===== src/rtl/cnt_sweep_ctrl.sv =====
`timescale 1ns/1ps
`default_nettype none
// ============================================================================
// Module      : cnt_sweep_ctrl
// Description : Sequencer for a bounded 4-bit up/down counter. Sweeps
//               MIN->MAX->MIN for a programmed number of repetitions with a
//               DWELL-cycle hold at each turnaround, and reports progress via
//               busy / done / aborted.
// Revision    : 1.0 - initial release
// ============================================================================
module cnt_sweep_ctrl #(
    parameter int MAX   = 15,
    parameter int MIN   = 0,
    parameter int DWELL = 3,
    parameter int REP_W = 4
) (
    input  logic             clk,
    input  logic             rst_n,
    input  logic             start,
    input  logic [REP_W-1:0] reps,
    input  logic             abort,
    output logic [3:0]       cnt,
    output logic             dir,
    output logic             busy,
    output logic             done,
    output logic             aborted,
    output logic [REP_W-1:0] sweeps_left
);

    // Dwell counter is at least one bit wide even when holds are disabled.
    localparam int                c_DW_W    = (DWELL > 0) ? $clog2(DWELL + 1) : 1;
    localparam logic [3:0]        c_MAX     = 4'(MAX);
    localparam logic [3:0]        c_MIN     = 4'(MIN);
    localparam logic [c_DW_W-1:0] c_DW_LAST = c_DW_W'((DWELL > 0) ? DWELL - 1 : 0);
    localparam logic [REP_W-1:0]  c_ONE_REP = REP_W'(1);

    localparam logic [2:0] c_IDLE    = 3'd0;
    localparam logic [2:0] c_UP      = 3'd1;
    localparam logic [2:0] c_HOLD_HI = 3'd2;
    localparam logic [2:0] c_DOWN    = 3'd3;
    localparam logic [2:0] c_HOLD_LO = 3'd4;
    localparam logic [2:0] c_DONE    = 3'd5;

    logic [2:0]        r_state;
    logic [3:0]        r_cnt;
    logic [REP_W-1:0]  r_sweeps;
    logic [c_DW_W-1:0] r_dwell;
    logic              r_aborted;

    logic [2:0]        w_state_nxt;
    logic [3:0]        w_cnt_nxt;
    logic [REP_W-1:0]  w_sweeps_nxt;
    logic [c_DW_W-1:0] w_dwell_nxt;
    logic              w_aborted_nxt;
    logic              w_active;

    // Active sweep states are the only ones where abort is honoured.
    assign w_active = (r_state == c_UP) || (r_state == c_HOLD_HI) ||
                      (r_state == c_DOWN) || (r_state == c_HOLD_LO);

    // Next-state and datapath update; abort overrides every other transition.
    always_comb begin
        w_state_nxt   = r_state;
        w_cnt_nxt     = r_cnt;
        w_sweeps_nxt  = r_sweeps;
        w_dwell_nxt   = r_dwell;
        w_aborted_nxt = 1'b0;
        case (r_state)
            c_IDLE: begin
                w_cnt_nxt = c_MIN;
                if (start && (reps != '0)) begin
                    w_state_nxt  = c_UP;
                    w_sweeps_nxt = reps;
                end
            end
            c_UP: begin
                if (r_cnt != c_MAX) begin
                    w_cnt_nxt = r_cnt + 4'd1;
                end else if (DWELL == 0) begin
                    w_state_nxt = c_DOWN;
                end else begin
                    w_state_nxt = c_HOLD_HI;
                    w_dwell_nxt = '0;
                end
            end
            c_HOLD_HI: begin
                if (r_dwell == c_DW_LAST) begin
                    w_state_nxt = c_DOWN;
                    w_dwell_nxt = '0;
                end else begin
                    w_dwell_nxt = r_dwell + 1'b1;
                end
            end
            c_DOWN: begin
                if (r_cnt != c_MIN) begin
                    w_cnt_nxt = r_cnt - 4'd1;
                end else if (r_sweeps == c_ONE_REP) begin
                    w_state_nxt  = c_DONE;
                    w_sweeps_nxt = '0;
                end else begin
                    w_sweeps_nxt = r_sweeps - 1'b1;
                    if (DWELL == 0) begin
                        w_state_nxt = c_UP;
                    end else begin
                        w_state_nxt = c_HOLD_LO;
                        w_dwell_nxt = '0;
                    end
                end
            end
            c_HOLD_LO: begin
                if (r_dwell == c_DW_LAST) begin
                    w_state_nxt = c_UP;
                    w_dwell_nxt = '0;
                end else begin
                    w_dwell_nxt = r_dwell + 1'b1;
                end
            end
            c_DONE: begin
                w_state_nxt = c_IDLE;
            end
            default: begin
                w_state_nxt = c_IDLE;
                w_cnt_nxt   = c_MIN;
            end
        endcase
        if (abort && w_active) begin
            w_state_nxt   = c_IDLE;
            w_cnt_nxt     = c_MIN;
            w_sweeps_nxt  = '0;
            w_dwell_nxt   = '0;
            w_aborted_nxt = 1'b1;
        end
    end

    // State and datapath registers with asynchronous return to idle.
    always_ff @(posedge clk or negedge rst_n) begin
        if (!rst_n) begin
            r_state   <= c_IDLE;
            r_cnt     <= c_MIN;
            r_sweeps  <= '0;
            r_dwell   <= '0;
            r_aborted <= 1'b0;
        end else begin
            r_state   <= w_state_nxt;
            r_cnt     <= w_cnt_nxt;
            r_sweeps  <= w_sweeps_nxt;
            r_dwell   <= w_dwell_nxt;
            r_aborted <= w_aborted_nxt;
        end
    end

    assign cnt         = r_cnt;
    assign sweeps_left = r_sweeps;
    assign aborted     = r_aborted;
    assign busy        = w_active;
    assign done        = (r_state == c_DONE);
    assign dir         = (r_state == c_HOLD_HI) || (r_state == c_DOWN);

endmodule
`default_nettype wire


===== config.mk =====
export PLATFORM = sky130hd
export DESIGN_NAME = cnt_sweep_ctrl
export DESIGN_NICKNAME = d
export VERILOG_FILES = /design/src/rtl/cnt_sweep_ctrl.sv
export SDC_FILE = /design/constraint.sdc
export NUM_CORES = 1
export LEC_CHECK = 0
export ABC_CLOCK_PERIOD_IN_PS = 2009
export BUFFER_PORTS_ARGS = -buffer_cell sky130_fd_sc_hd__buf_4
export CORE_MARGIN = 4
export CORE_UTILIZATION = 45
export CTS_BUF_LIST = sky130_fd_sc_hd__clkbuf_8
export DETAILED_ROUTE_END_ITERATION = 8
export PLACE_DENSITY = 0.7
export SYNTH_ARGS = -nofsm -noshare
export SYNTH_HDL_FRONTEND = slang
export SYNTH_SLANG_ARGS = --single-unit

===== constraint.sdc =====
create_clock -name clk -period 2.01 [get_ports clk]
set_input_delay 0 -clock clk [delete_from_list [all_inputs] [get_ports clk]]
set_output_delay 0 -clock clk [all_outputs]
set_load 0.005 [all_outputs]

### Word level (Yosys, flattened, before mapping)

Index checks and enable logic that the tools add are counted.

* divide/modulo/power cells: 0
* multiplexer cells: 24
* equality and inequality tests: 17
* reduce and logical (&&, ||, !) cells: 17
* shift-type cells: 0
* add/subtract/negate cells: 4
* multiply operators: 0
* magnitude comparators: 0
* bitwise operators: 0

Operator list (number)
* $mux W4: 7
* $mux W3: 6
* $pmux W3 S5: 1
* $ne A3 B1 Y1 const B: 4
* $pmux W4 S3: 1
* $reduce_bool A4 Y1: 3
* $mux W2: 5
* $ne A3 B2 Y1 const B: 3
* $pmux W4 S2: 1
* $sub A4 B1 Y4 const B: 2
* $eq A3 B2 Y1 const B: 2
* $eq A3 B3 Y1 const B: 2
* $pmux W2 S3: 1
* $reduce_and A3 Y1: 2
* $reduce_and A5 Y1: 1
* $add A4 B1 Y4 const B: 1
* $eq A4 B1 Y1 const B: 1
* $logic_or A1 B1 Y1: 4
* $ne A4 B4 Y1 const B: 1
* $reduce_and A4 Y1: 1
* $eq A3 B1 Y1 const B: 1
* $logic_not A3 Y1: 1
* $ne A3 B3 Y1 const B: 1
* $reduce_bool A3 Y1: 1
* 7 further kinds: 9

* bits in latches: 0
* memories: 0
* word-level logic and storage cells: 67
* bits in writable memories: 0
* output and inout port bits: 12
* register bits after elaboration: 14
* ROM bits: 0
* bits of input ports: 8

### Longest topological paths before layout

Gate-level depths: netlist of run 1.

* depth in word-level cells: 7
* depth in mapped cells: 10
* mapped depth without buffers: 8

### Worst setup path before layout of run 1

Ideal clock, no wire load.

* path kind: register -> register
* start point: reg r_state[2]
* end point: reg r_cnt[3] (netlist: cnt[3])
* cell stages (with the launch flop): 10
* path slack: 0.014 ns
* library setup time: 0.126 ns
* clock period less this slack: 1.996 ns
* data required time: 1.884 ns
* data arrival time: 1.870 ns
* cell sequence: dfrtp_1 > buf_2 > nand3b_2 > inv_1 > ha_1 > a31oi_1 > nand2_1 > o21ai_1 > nor3_1 > a221o_1

* word-level cells in the longest chain between the ends: 7
* elaborated cells between the ends (all ways): 16

Ends and longest elaborated chain
* start, declared: RTL line 44 `logic [2:0] r_state;`
* start signal, assigned: RTL line 138 `r_state <= c_IDLE;`
* start signal, assigned: RTL line 144 `r_state <= w_state_nxt;`
* $eq A3 B1 Y1 or $eq A3 B2 Y1 (tied branches): RTL line 58, 68
* $logic_or A1 B1 Y1 (2 in a row): RTL line 58 `assign w_active = (r_state == c_UP) || (r_state == c_HOLD_HI) ||`
* $logic_or A1 B1 Y1: RTL line 59 `(r_state == c_DOWN) || (r_state == c_HOLD_LO);`
* $logic_and A1 B1 Y1: RTL line 126 `if (abort && w_active) begin`
* $ne A3 B1 Y1 (no line) or $ne A2 B1 Y1 (tied branches)
* $reduce_and A3 Y1 (no line)
* end signal, assigned: RTL line 139 `r_cnt <= c_MIN;`
* end signal, assigned: RTL line 145 `r_cnt <= w_cnt_nxt;`
* end, declared: RTL line 45 `logic [3:0] r_cnt;`

Parallel ways exist; a longest one is shown, timed or not.
A chain may end at the register's enable or synchronous reset.

### Final worst setup path of run 1

* start point: reg r_cnt[0] (netlist: cnt[0])
* end point: reg r_cnt[3] (netlist: cnt[3])

* word-level cells in the longest chain between the ends: 4
* elaborated cells between the ends (all ways): 11

Ends and longest elaborated chain
* $sub A4 B1 Y4 or $add A4 B1 Y4 (tied branches): RTL line 96, 78
* $mux W4, on equally long branches: RTL line 95, 77
* $pmux W4 S3: RTL line 68 `case (r_state)`
* $mux W4: RTL line 126

Parallel ways exist; a longest one is shown, timed or not. The select of a mux whose other input is x is not followed.

==> results of run 1 <==
cell type report:
| cell class | instances | area [µm²] |
|---|---|---|
| Clock buffer | 4 | 55.05 |
| Fill cell | 202 | 909.6 |
| Inverter | 7 | 26.28 |
| Multi-Input combinational cell | 92 | 623.1 |
| Sequential cell | 14 | 350.3 |
| Tap cell | 28 | 35.03 |
| Timing Repair Buffer | 28 | 212.7 |
power groups by stage:
stage               Combinational (mW)  Clock (mW)  Sequential (mW)
floorplan                        0.783           0            0.509
global placement                  1.15           0            0.530
detailed placement                1.17           0            0.536
CTS                               1.17       0.281            0.531
global route                      1.31       0.297            0.556
finish                            1.17       0.273            0.532
routing by layer:
metal | GRT usage (%) | routed length [µm]
met5 | 0 | 0
met4 | 5.085 | 27
met3 | 3.248 | 128
met2 | 27.38 | 1198
met1 | 23.71 | 1124
registers in the layout, indices dropped and copies added, names as in the netlist:
signal       cells
aborted          1
cnt              4
r_dwell          2
r_state          3
sweeps_left      4
cells by family (layout without fill, tap and decap cells):
| logic type | after synthesis | after routing | share of synthesized area, % |
|---|---|---|---|
| AND/OR/NAND/NOR | 46 | 46 | 24.76 |
| AO/OA/AOI/OAI | 35 | 35 | 23.91 |
| flip-flops | 14 | 14 | 33.82 |
| buffers and inverters | 13 | 39 | 6.039 |
| adder cells (fa/ha/maj) | 4 | 4 | 4.831 |
| XOR/XNOR | 4 | 4 | 3.382 |
| multiplexers | 3 | 3 | 3.261 |
cell usage in the layout, fill, tap and decap left out, types with 3 or more instances in the layout:
| cell | netlist | routed |
|---|---|---|
| o21ai_0 | 7 | 7 |
| nand2_1 | 12 | 12 |
| clkbuf_8 | 0 | 4 |
| dfrtp_1 | 14 | 14 |
| inv_1 | 7 | 7 |
| nor2_1 | 12 | 12 |
| buf_4 | 0 | 27 |
| nor2b_1 | 3 | 3 |
| nor3_1 | 3 | 3 |
| ha_1 | 4 | 4 |
| o21a_1 | 3 | 3 |
| a21oi_1 | 7 | 7 |
| xnor2_1 | 3 | 3 |
cell usage after synthesis (2+ instances only):
| master | count | area share, % |
|---|---|---|
| mux2_2 | 2 | 2.2 |
| a22o_1 | 2 | 1.7 |
| o21ai_2 | 2 | 1.7 |
| nor2_1 | 12 | 4.3 |
| nand2_1 | 12 | 4.3 |
| o211ai_1 | 2 | 1.4 |
| nor3_1 | 3 | 1.4 |
| xnor2_1 | 3 | 2.5 |
| and2_1 | 2 | 1.2 |
| inv_1 | 7 | 2.5 |
| nand4_1 | 2 | 1.2 |
| nand3_1 | 2 | 0.97 |
| buf_2 | 5 | 2.4 |
| o21a_1 | 3 | 2.2 |
| dfrtp_1 | 14 | 34 |
| ha_1 | 4 | 4.8 |
| nor2b_1 | 3 | 1.8 |
| o21ai_0 | 7 | 3.4 |
| o21ai_1 | 2 | 0.97 |
| a21oi_1 | 7 | 3.4 |
final timing paths:
kind,start,end,slack [ns],cells past startpoint
worst max-delay path,cnt[0]$_DFFE_PN0P_,cnt[3]$_DFFE_PN0P_,0.21,4
worst min-delay path,abort,r_state[2]$_DFFE_PN0P_,0.02,2
worst max register to register,cnt[0]$_DFFE_PN0P_,cnt[3]$_DFFE_PN0P_,0.21,4
worst min register to register,r_dwell[0]$_DFFE_PN0P_,r_dwell[1]$_DFFE_PN0P_,0.53,1
max in group asynchronous,rst_n,cnt[3]$_DFFE_PN0P_,1.70,2
min in group asynchronous,rst_n,sweeps_left[2]$_DFFE_PN0P_,0.14,2
timing repair:
action	4_1_cts	5_1_grt
hold buffers	1	0
buffers inserted	0	0
hold endpoints to repair	14	0
==> impl_metrics.json, run 1 <==
{
  "clkTransAtPathRegs_ns": 0.06,
  "crit_family": "compound AO/OA/AOI/OAI gates",
  "fp.dieW_um": 55.98,
  "die_y_um": 55.98,
  "crit_path_max_incr_delay_ns": 0.49,
  "vias": 999,
  "finalMaxSlewViolations": 0,
  "cp.arrival_ns": 1.99,
  "ios": 20,
  "finish.utilization_pct": 58.88,
  "fmax_ghz": 0.5542,
  "h-tree-depth": 1,
  "overflow": 0,
  "design_area_um2": 1303,
  "clk-insertion-delay-late_ns": 0.25,
  "firstDrtPassIters": 4,
  "wl_per_cell_um": 14.32,
  "p_leak_nw": 0.5960,
  "p_seq_share_pct": 26.9,
  "setup_violations": 0,
  "synth_seq_cells": 14,
  "total_power_mw": 1.976,
  "layout-drive-gt1-share_pct": 27.59,
  "drtIter0Drc": 42,
  "p_int_mw": 1.161,
  "crit_required_ns": 2.19,
  "ir_drop_mv": 0.8361,
  "combPwrFrac_pct": 59.2,
  "fin_skew_ns": 0.002233,
  "end_kind": "flip-flop",
  "die_area_um2": 3134,
  "critical_path.cell_chain": "nand4_1, o311a_1, o21ai_0, a221o_1",
  "p_clk_share_pct": 13.8,
  "cp-start-kind": "flip-flop",
  "grt_setup_unrepaired": "no",
  "syn_inst": 119,
  "outcome": "finished, final reports clean",
  "period_needed_ns": 1.804,
  "io_buffers": 19,
  "worst-path-buf-inv": 0,
  "tightest_slew_ns": 0.5567,
  "ant_nets": 0,
  "powerDensity_nw_per_um2": 1517,
  "synth_enable_flop_cells": 0,
  "cts.repair.resized": 0,
  "cts_inserted_buffers": 3,
  "setup_slack_ns": 0.2056,
  "clk_path_buf_depth": 2,
  "finalHoldViolCount": 0,
  "period_share_pct": 89.77,
  "post-place-cells": 168,
  "routed_via_density": 5.775,
  "syn_nets": 131,
  "critPathMaxFanout": 9,
  "nets": 158,
  "seq_area_frac_synth_pct": 33.82,
  "cap_violations": 0,
  "antenna_found_initial": 0,
  "drc": 0,
  "relSlewSlack_pct": 62.49,
  "power.switching_uw": 814.8,
  "grtUsageTotal_pct": 17.25,
  "grt_pass1_wl_um": 4367,
  "initial_core_util_pct": 46.83,
  "core_um2": 2212,
  "dp_hpwl_um": 1927,
  "hold_path.class": "in2reg",
  "synthArstFlopShare_pct": 100.0,
  "num_rows": 17,
  "cts_tree": "done",
  "first_global_vias": 922,
  "netlist_area_um2": 1036,
  "dp_slack_ns": 0.2157,
  "cts.sinks": 14,
  "synthFlopType": "dfrtp_1",
  "syn_area_per_cell_um2": 8.706,
  "fin_hold_ws_ns": 0.01805,
  "grt_max_degree": 15,
  "syn_to_final_growth_pct": 25.72,
  "wl_um": 2478,
  "slowest_stage": "dfrtp_1",
  "critPathKind": "reg2reg",
  "fin_tns_setup_ns": 0,
  "p_sw_share_pct": 41.24,
  "placedInstanceArea_um2": 1237,
  "gp_congestion": 0.9016,
  "synth_warnings": 0,
  "antenna_cells": 0,
  "final_cells": 173,
  "cts-root-buf": "clkbuf_8",
  "yosysUniqueCellTypes": 43
}
Note: power is estimated with default switching activity, not from simulation.
==> inputs of run 2 (changes only) <==
--- a/config.mk
+++ b/config.mk
@@ -5,13 +5,14 @@
 export SDC_FILE = /design/constraint.sdc
 export NUM_CORES = 1
 export LEC_CHECK = 0
-export ABC_CLOCK_PERIOD_IN_PS = 2009
+export ABC_CLOCK_PERIOD_IN_PS = 2200
 export BUFFER_PORTS_ARGS = -buffer_cell sky130_fd_sc_hd__buf_4
 export CORE_MARGIN = 4
 export CORE_UTILIZATION = 45
 export CTS_BUF_LIST = sky130_fd_sc_hd__clkbuf_8
 export DETAILED_ROUTE_END_ITERATION = 8
-export PLACE_DENSITY = 0.7
+export HOLD_SLACK_MARGIN = 0.1
+export PLACE_DENSITY = 0.67
 export SYNTH_ARGS = -nofsm -noshare
 export SYNTH_HDL_FRONTEND = slang
 export SYNTH_SLANG_ARGS = --single-unit
==> constraint.sdc (replaced) <==
create_clock -name clk -period 2.2 [get_ports clk]
set_input_delay 0 -clock clk [delete_from_list [all_inputs] [get_ports clk]]
set_output_delay 0 -clock clk [all_outputs]
set_load 0.005 [all_outputs]
==> run 2 against run 1 <==
  * Via count decreased by 2.9%
  * Cell count decreased by 0.58%
  * Worst hold slack improved by 0.13 ns
  * Clock-buffer cell count unchanged
  * Flip-flop and latch count unchanged
  * Register-to-register slack improved by 0.14 ns
  * Combinational power decreased by 11%
  * Total power decreased by 9.1%
  * Clock skew about the same
  * Sequential power decreased by 6.4%
  * Clock power decreased by 7.3%
  * Routed wire length decreased by 2.1%
  * Largest cell class unchanged
  * Largest power group unchanged
==> impl_metrics.json, run 2 (synthesis results as in run 1) <==
{
  "antenna_found_initial": 0,
  "cp.arrival_ns": 1.98,
  "r2r-end": "sweeps_left[1]$_DFFE_PN0P_",
  "crit_required_ns": 2.33,
  "grtUsageTotal_pct": 16.60,
  "grt_pass1_wl_um": 4202,
  "h-tree-depth": 1,
  "p_clk_share_pct": 14.1,
  "finalMaxSlewViolations": 0,
  "p_sw_share_pct": 41.49,
  "final_common_cell": "buf_4",
  "p_seq_share_pct": 27.7,
  "dp_slack_ns": 0.3661,
  "finalHoldViolCount": 0,
  "num_rows": 17,
  "drc": 0,
  "fin_tns_setup_ns": 0,
  "antenna_cells": 0,
  "regToRegSetupSlack_ns": 0.35,
  "cts-root-buf": "clkbuf_8",
  "drtIter0Drc": 21,
  "clkTransAtPathRegs_ns": 0.06,
  "wl_per_cell_um": 14.10,
  "relSlewSlack_pct": 65.89,
  "syn_to_final_growth_pct": 25.24,
  "period_share_pct": 84.19,
  "first_global_vias": 901,
  "fmax_ghz": 0.5399,
  "die_y_um": 55.98,
  "dp_hpwl_um": 1843,
  "cts.sinks": 14,
  "grt_setup_unrepaired": "no",
  "outcome": "finished, final reports clean",
  "fin_hold_ws_ns": 0.1435,
  "critPathMaxFanout": 9,
  "reg2reg_from": "cnt[1]$_DFFE_PN0P_",
  "nets": 157,
  "gp_congestion": 0.8957,
  "p_int_mw": 1.050,
  "layout-drive-gt1-share_pct": 26.39,
  "cap_violations": 0,
  "fillCellCount": 197,
  "ios": 20,
  "combPwrFrac_pct": 58.2,
  "firstDrtPassIters": 4,
  "overflow": 0,
  "setup_violations": 0,
  "p_leak_nw": 0.5906,
  "routed_via_density": 5.640,
  "total_power_mw": 1.795,
  "end_kind": "flip-flop",
  "ir_drop_mv": 0.7947,
  "power.switching_uw": 744.9,
  "cts_inserted_buffers": 3,
  "grt_max_degree": 15,
  "fin_skew_ns": 0.001882,
  "clk-insertion-delay-late_ns": 0.24,
  "hold_path.class": "in2async",
  "cts_tree": "done",
  "clk_path_buf_depth": 2,
  "io_buffers": 19,
  "wl_um": 2426,
  "ant_nets": 0,
  "post-place-cells": 166,
  "die_area_um2": 3134,
  "critPathKind": "reg2reg",
  "fp.dieW_um": 55.98,
  "final_cell_mix": "buf_4, dfrtp_1, nor2_1, nand2_1",
  "period_needed_ns": 1.852,
  "powerDensity_nw_per_um2": 1384,
  "final_cells": 172,
  "initial_core_util_pct": 46.83,
  "core_um2": 2212,
  "cp-start-kind": "flip-flop",
  "vias": 970,
  "setup_slack_ns": 0.3479,
  "r2r_cells": 4,
  "tightest_slew_ns": 0.5063
}
run 2: repair_timing:
item	CTS	global route
gates resized for setup	0	0
endpoints found under the setup margin	0	0
hold buffers	2	0
hold endpoints to repair	15	0
buffers inserted	0	0
run 2: worst max-delay path, cell delays in order (launching register included):
cell and delay [ns]:
dfrtp_1 0.48, or4_4 0.58, o21ai_2 0.16, o21a_4 0.19, mux2_1 0.33
run 2: layout make-up:
cell class | instances | area, µm² | area share [%]
flip-flops and latches | 14 | 350.3 | 27.00
well taps | 28 | 35.03 | 2.700
multi-input cells | 92 | 623.1 | 48.02
clock buffers | 4 | 55.05 | 4.243
repair buffers | 27 | 207.7 | 16.01
inverters | 7 | 26.28 | 2.025
run 2: worst max path at each step:
stage                            endpoint  slack [ns]                    from
2_1_floorplan          cnt[3]$_DFFE_PN0P_        0.20  r_state[2]$_DFFE_PN0P_
3_3_place_gp   sweeps_left[0]$_DFFE_PN0P_        0.41      cnt[1]$_DFFE_PN0P_
3_5_place_dp   sweeps_left[1]$_DFFE_PN0P_        0.37      cnt[1]$_DFFE_PN0P_
4_1_cts        sweeps_left[1]$_DFFE_PN0P_        0.35      cnt[1]$_DFFE_PN0P_
5_1_grt                cnt[3]$_DFFE_PN0P_        0.23      cnt[0]$_DFFE_PN0P_
6_report       sweeps_left[1]$_DFFE_PN0P_        0.35      cnt[1]$_DFFE_PN0P_
run 2: power by group through the flow:
stage | sequential (mW) | combinational [mW] | clock (mW)
after floorplan | 0.465 | 0.715 | 0
after global placement | 0.492 | 1.03 | 0
after detailed placement | 0.498 | 1.04 | 0
after CTS | 0.495 | 1.05 | 0.261
after global routing | 0.522 | 1.16 | 0.271
final | 0.498 | 1.04 | 0.253
run 2: routing by layer:
| metal | routed length, µm | up-vias | global-route usage [%] | share of wire, % |
|---|---|---|---|---|
| li1 | - | 482 | - | - |
| met1 | 1177 | 470 | 23.67 | 49 |
| met2 | 1168 | 16 | 25.54 | 48 |
| met3 | 68 | 2 | 2.784 | 2.8 |
| met4 | 12 | 0 | 5.085 | 0.49 |
| met5 | 0 | - | 0 | 0 |
run 2: stage by stage:
step	util, %	cell area, µm²
floorplan	-	1036
global placement	55.26	1222
detailed placement	55.26	1222
CTS	58.65	1297
global route	58.65	1297
finish	58.65	1297
==> inputs of run 3 (changes only) <==
--- a/config.mk
+++ b/config.mk
@@ -5,7 +5,7 @@
 export SDC_FILE = /design/constraint.sdc
 export NUM_CORES = 1
 export LEC_CHECK = 0
-export ABC_CLOCK_PERIOD_IN_PS = 2200
+export ABC_CLOCK_PERIOD_IN_PS = 1950
 export BUFFER_PORTS_ARGS = -buffer_cell sky130_fd_sc_hd__buf_4
 export CORE_MARGIN = 4
 export CORE_UTILIZATION = 45
==> constraint.sdc (replaced) <==
create_clock -name clk -period 1.95 [get_ports clk]
set_input_delay 0 -clock clk [delete_from_list [all_inputs] [get_ports clk]]
set_output_delay 0 -clock clk [all_outputs]
set_load 0.005 [all_outputs]
==> run 3 against run 2 <==
  * Register-to-register slack got worse by 0.17 ns
  * Worst hold slack got worse by 0.0083 ns
  * Clock skew barely moved
  * Combinational power rose by 25%
  * Clock power rose by 15%
  * Clock-buffer cell count did not move
  * Utilization rose by 2.1 points
  * Via count rose by 4.5%
  * Largest cell class unchanged
==> impl_metrics.json, run 3 (synthesis results as in run 1) <==
{
  "antenna_cells": 0,
  "routed_via_density": 5.729,
  "ant_nets": 0,
  "io_buffers": 19,
  "finalHoldViolCount": 0,
  "nets": 162,
  "powerDensity_nw_per_um2": 1579,
  "num_rows": 17,
  "finalMaxSlewViolations": 0,
  "placedInstanceArea_um2": 1269,
  "critPathMaxFanout": 7,
  "outcome": "finished, final reports clean",
  "cts_tree": "done",
  "finish.utilization_pct": 60.75,
  "clk_path_buf_depth": 2,
  "grt_max_degree": 15,
  "antenna_found_initial": 0,
  "setup_slack_ns": 0.1814,
  "post_cts_buffers": 0,
  "crit_start": "cnt[3]$_DFFE_PN0P_",
  "hold_path.class": "in2async",
  "first_global_vias": 947,
  "crit_path_end": "sweeps_left[0]$_DFFE_PN0P_",
  "layout-drive-gt1-share_pct": 28.86,
  "clkTransAtPathRegs_ns": 0.06,
  "regToRegSetupSlack_ns": 0.18,
  "crit_path_max_incr_delay_ns": 0.53,
  "initial_core_util_pct": 46.83,
  "cts-root-buf": "clkbuf_8",
  "dp_slack_ns": 0.1872,
  "design_area_um2": 1344,
  "worst-path-buf-inv": 0,
  "cp-start-kind": "flip-flop",
  "final_common_cell": "buf_4",
  "overflow": 0,
  "post-place-cells": 171,
  "relSlewSlack_pct": 64.08,
  "cp_num_cells": 4,
  "fp.dieW_um": 55.98,
  "cts_inserted_buffers": 3,
  "period_needed_ns": 1.769,
  "fillCellCount": 210,
  "cts.repair.resized": 0,
  "drtIter0Drc": 40,
  "reg2reg_from": "cnt[3]$_DFFE_PN0P_",
  "clk-insertion-delay-late_ns": 0.25,
  "r2r-end": "sweeps_left[0]$_DFFE_PN0P_",
  "crit_required_ns": 2.09,
  "r2r_cells": 4,
  "cap_violations": 0,
  "multi_input_area_um2": 631.9,
  "wl_um": 2628,
  "die_area_um2": 3134,
  "slowest_stage": "or4_4",
  "crit_family": "simple AND/OR/NAND/NOR gates",
  "fin_tns_setup_ns": 0,
  "syn_to_final_growth_pct": 29.71,
  "period_share_pct": 90.69,
  "die_y_um": 55.98,
  "dp_hpwl_um": 1943,
  "grt_pass1_wl_um": 4491,
  "final_cells": 177,
  "core_um2": 2212,
  "seq_area_um2": 350.3,
  "critPathKind": "reg2reg",
  "grt_setup_unrepaired": "no",
  "fmax_ghz": 0.5654,
  "tightest_slew_ns": 0.5318,
  "gp_congestion": 0.8884,
  "grtUsageTotal_pct": 17.96,
  "h-tree-depth": 1,
  "critical_path.cell_chain": "or4_4, o21ai_2, o21a_4, mux2_2",
  "firstDrtPassIters": 4,
  "ir_drop_mv": 0.8844,
  "final_cell_mix": "buf_4, dfrtp_1, nor2_1, nand2_1",
  "p_leak_nw": 0.6315,
  "cts.sinks": 14,
  "end_kind": "flip-flop",
  "fin_skew_ns": 0.002102,
  "ios": 20,
  "cp.arrival_ns": 1.91,
  "wl_per_cell_um": 14.85,
  "setup_violations": 0,
  "drc": 0,
  "vias": 1014
}
-- run 3: metrics by stage --
step	hold WS [ns]	power [mW]
final	0.1353	2.122
after global routing	0.1540	2.302
after CTS	0.1407	2.126
after detailed placement	-0.1383	1.815
after global placement	-0.1357	1.793
after floorplan	-0.2956	1.345
-- run 3: how the worst min path moves through the flow --
stage / from / endpoint / slack (ns) / cells past startpoint
5_1_grt: reps[1] / sweeps_left[1]$_DFFE_PN0P_ / 0.15 / 4
6_report: rst_n / sweeps_left[2]$_DFFE_PN0P_ / 0.14 / 2
3_3_place_gp: rst_n / sweeps_left[2]$_DFFE_PN0P_ / -0.14 / 1
2_1_floorplan: rst_n / aborted$_DFF_PN0_ / -0.30 / 0
3_5_place_dp: rst_n / sweeps_left[2]$_DFFE_PN0P_ / -0.14 / 1
4_1_cts: rst_n / sweeps_left[2]$_DFFE_PN0P_ / 0.14 / 2
-- run 3: layer usage --
metal,global-route usage (%),part of all wire [%],wire (µm),vias up
met3,2.784,4.8,126,9
met2,27.21,46,1203,27
li1,-,-,-,497
met4,8.475,2.2,57,0
met1,24.86,47,1241,481
met5,0,0,0,-
-- run 3: repair_timing --
| item | CTS | global route |
|---|---|---|
| endpoints found under the setup margin | 0 | 0 |
| hold buffers | 2 | 0 |
| endpoints found under the hold margin | 15 | 0 |
-- run 3: where the power goes --
| group | switching [mW] | leakage, nW | internal, mW |
|---|---|---|---|
| combinational | 0.645 | 0.420 | 0.658 |
| sequential | 0.120 | 0.183 | 0.407 |
| clock | 0.112 | 0.0288 | 0.179 |
-- run 3: final cells by class --
cell class	count	area share (%)
inverters	7	1.955
clock buffers	4	4.097
repair buffers	32	18.25
flip-flops and latches	14	26.07
well taps	28	2.607
multi-input cells	92	47.02
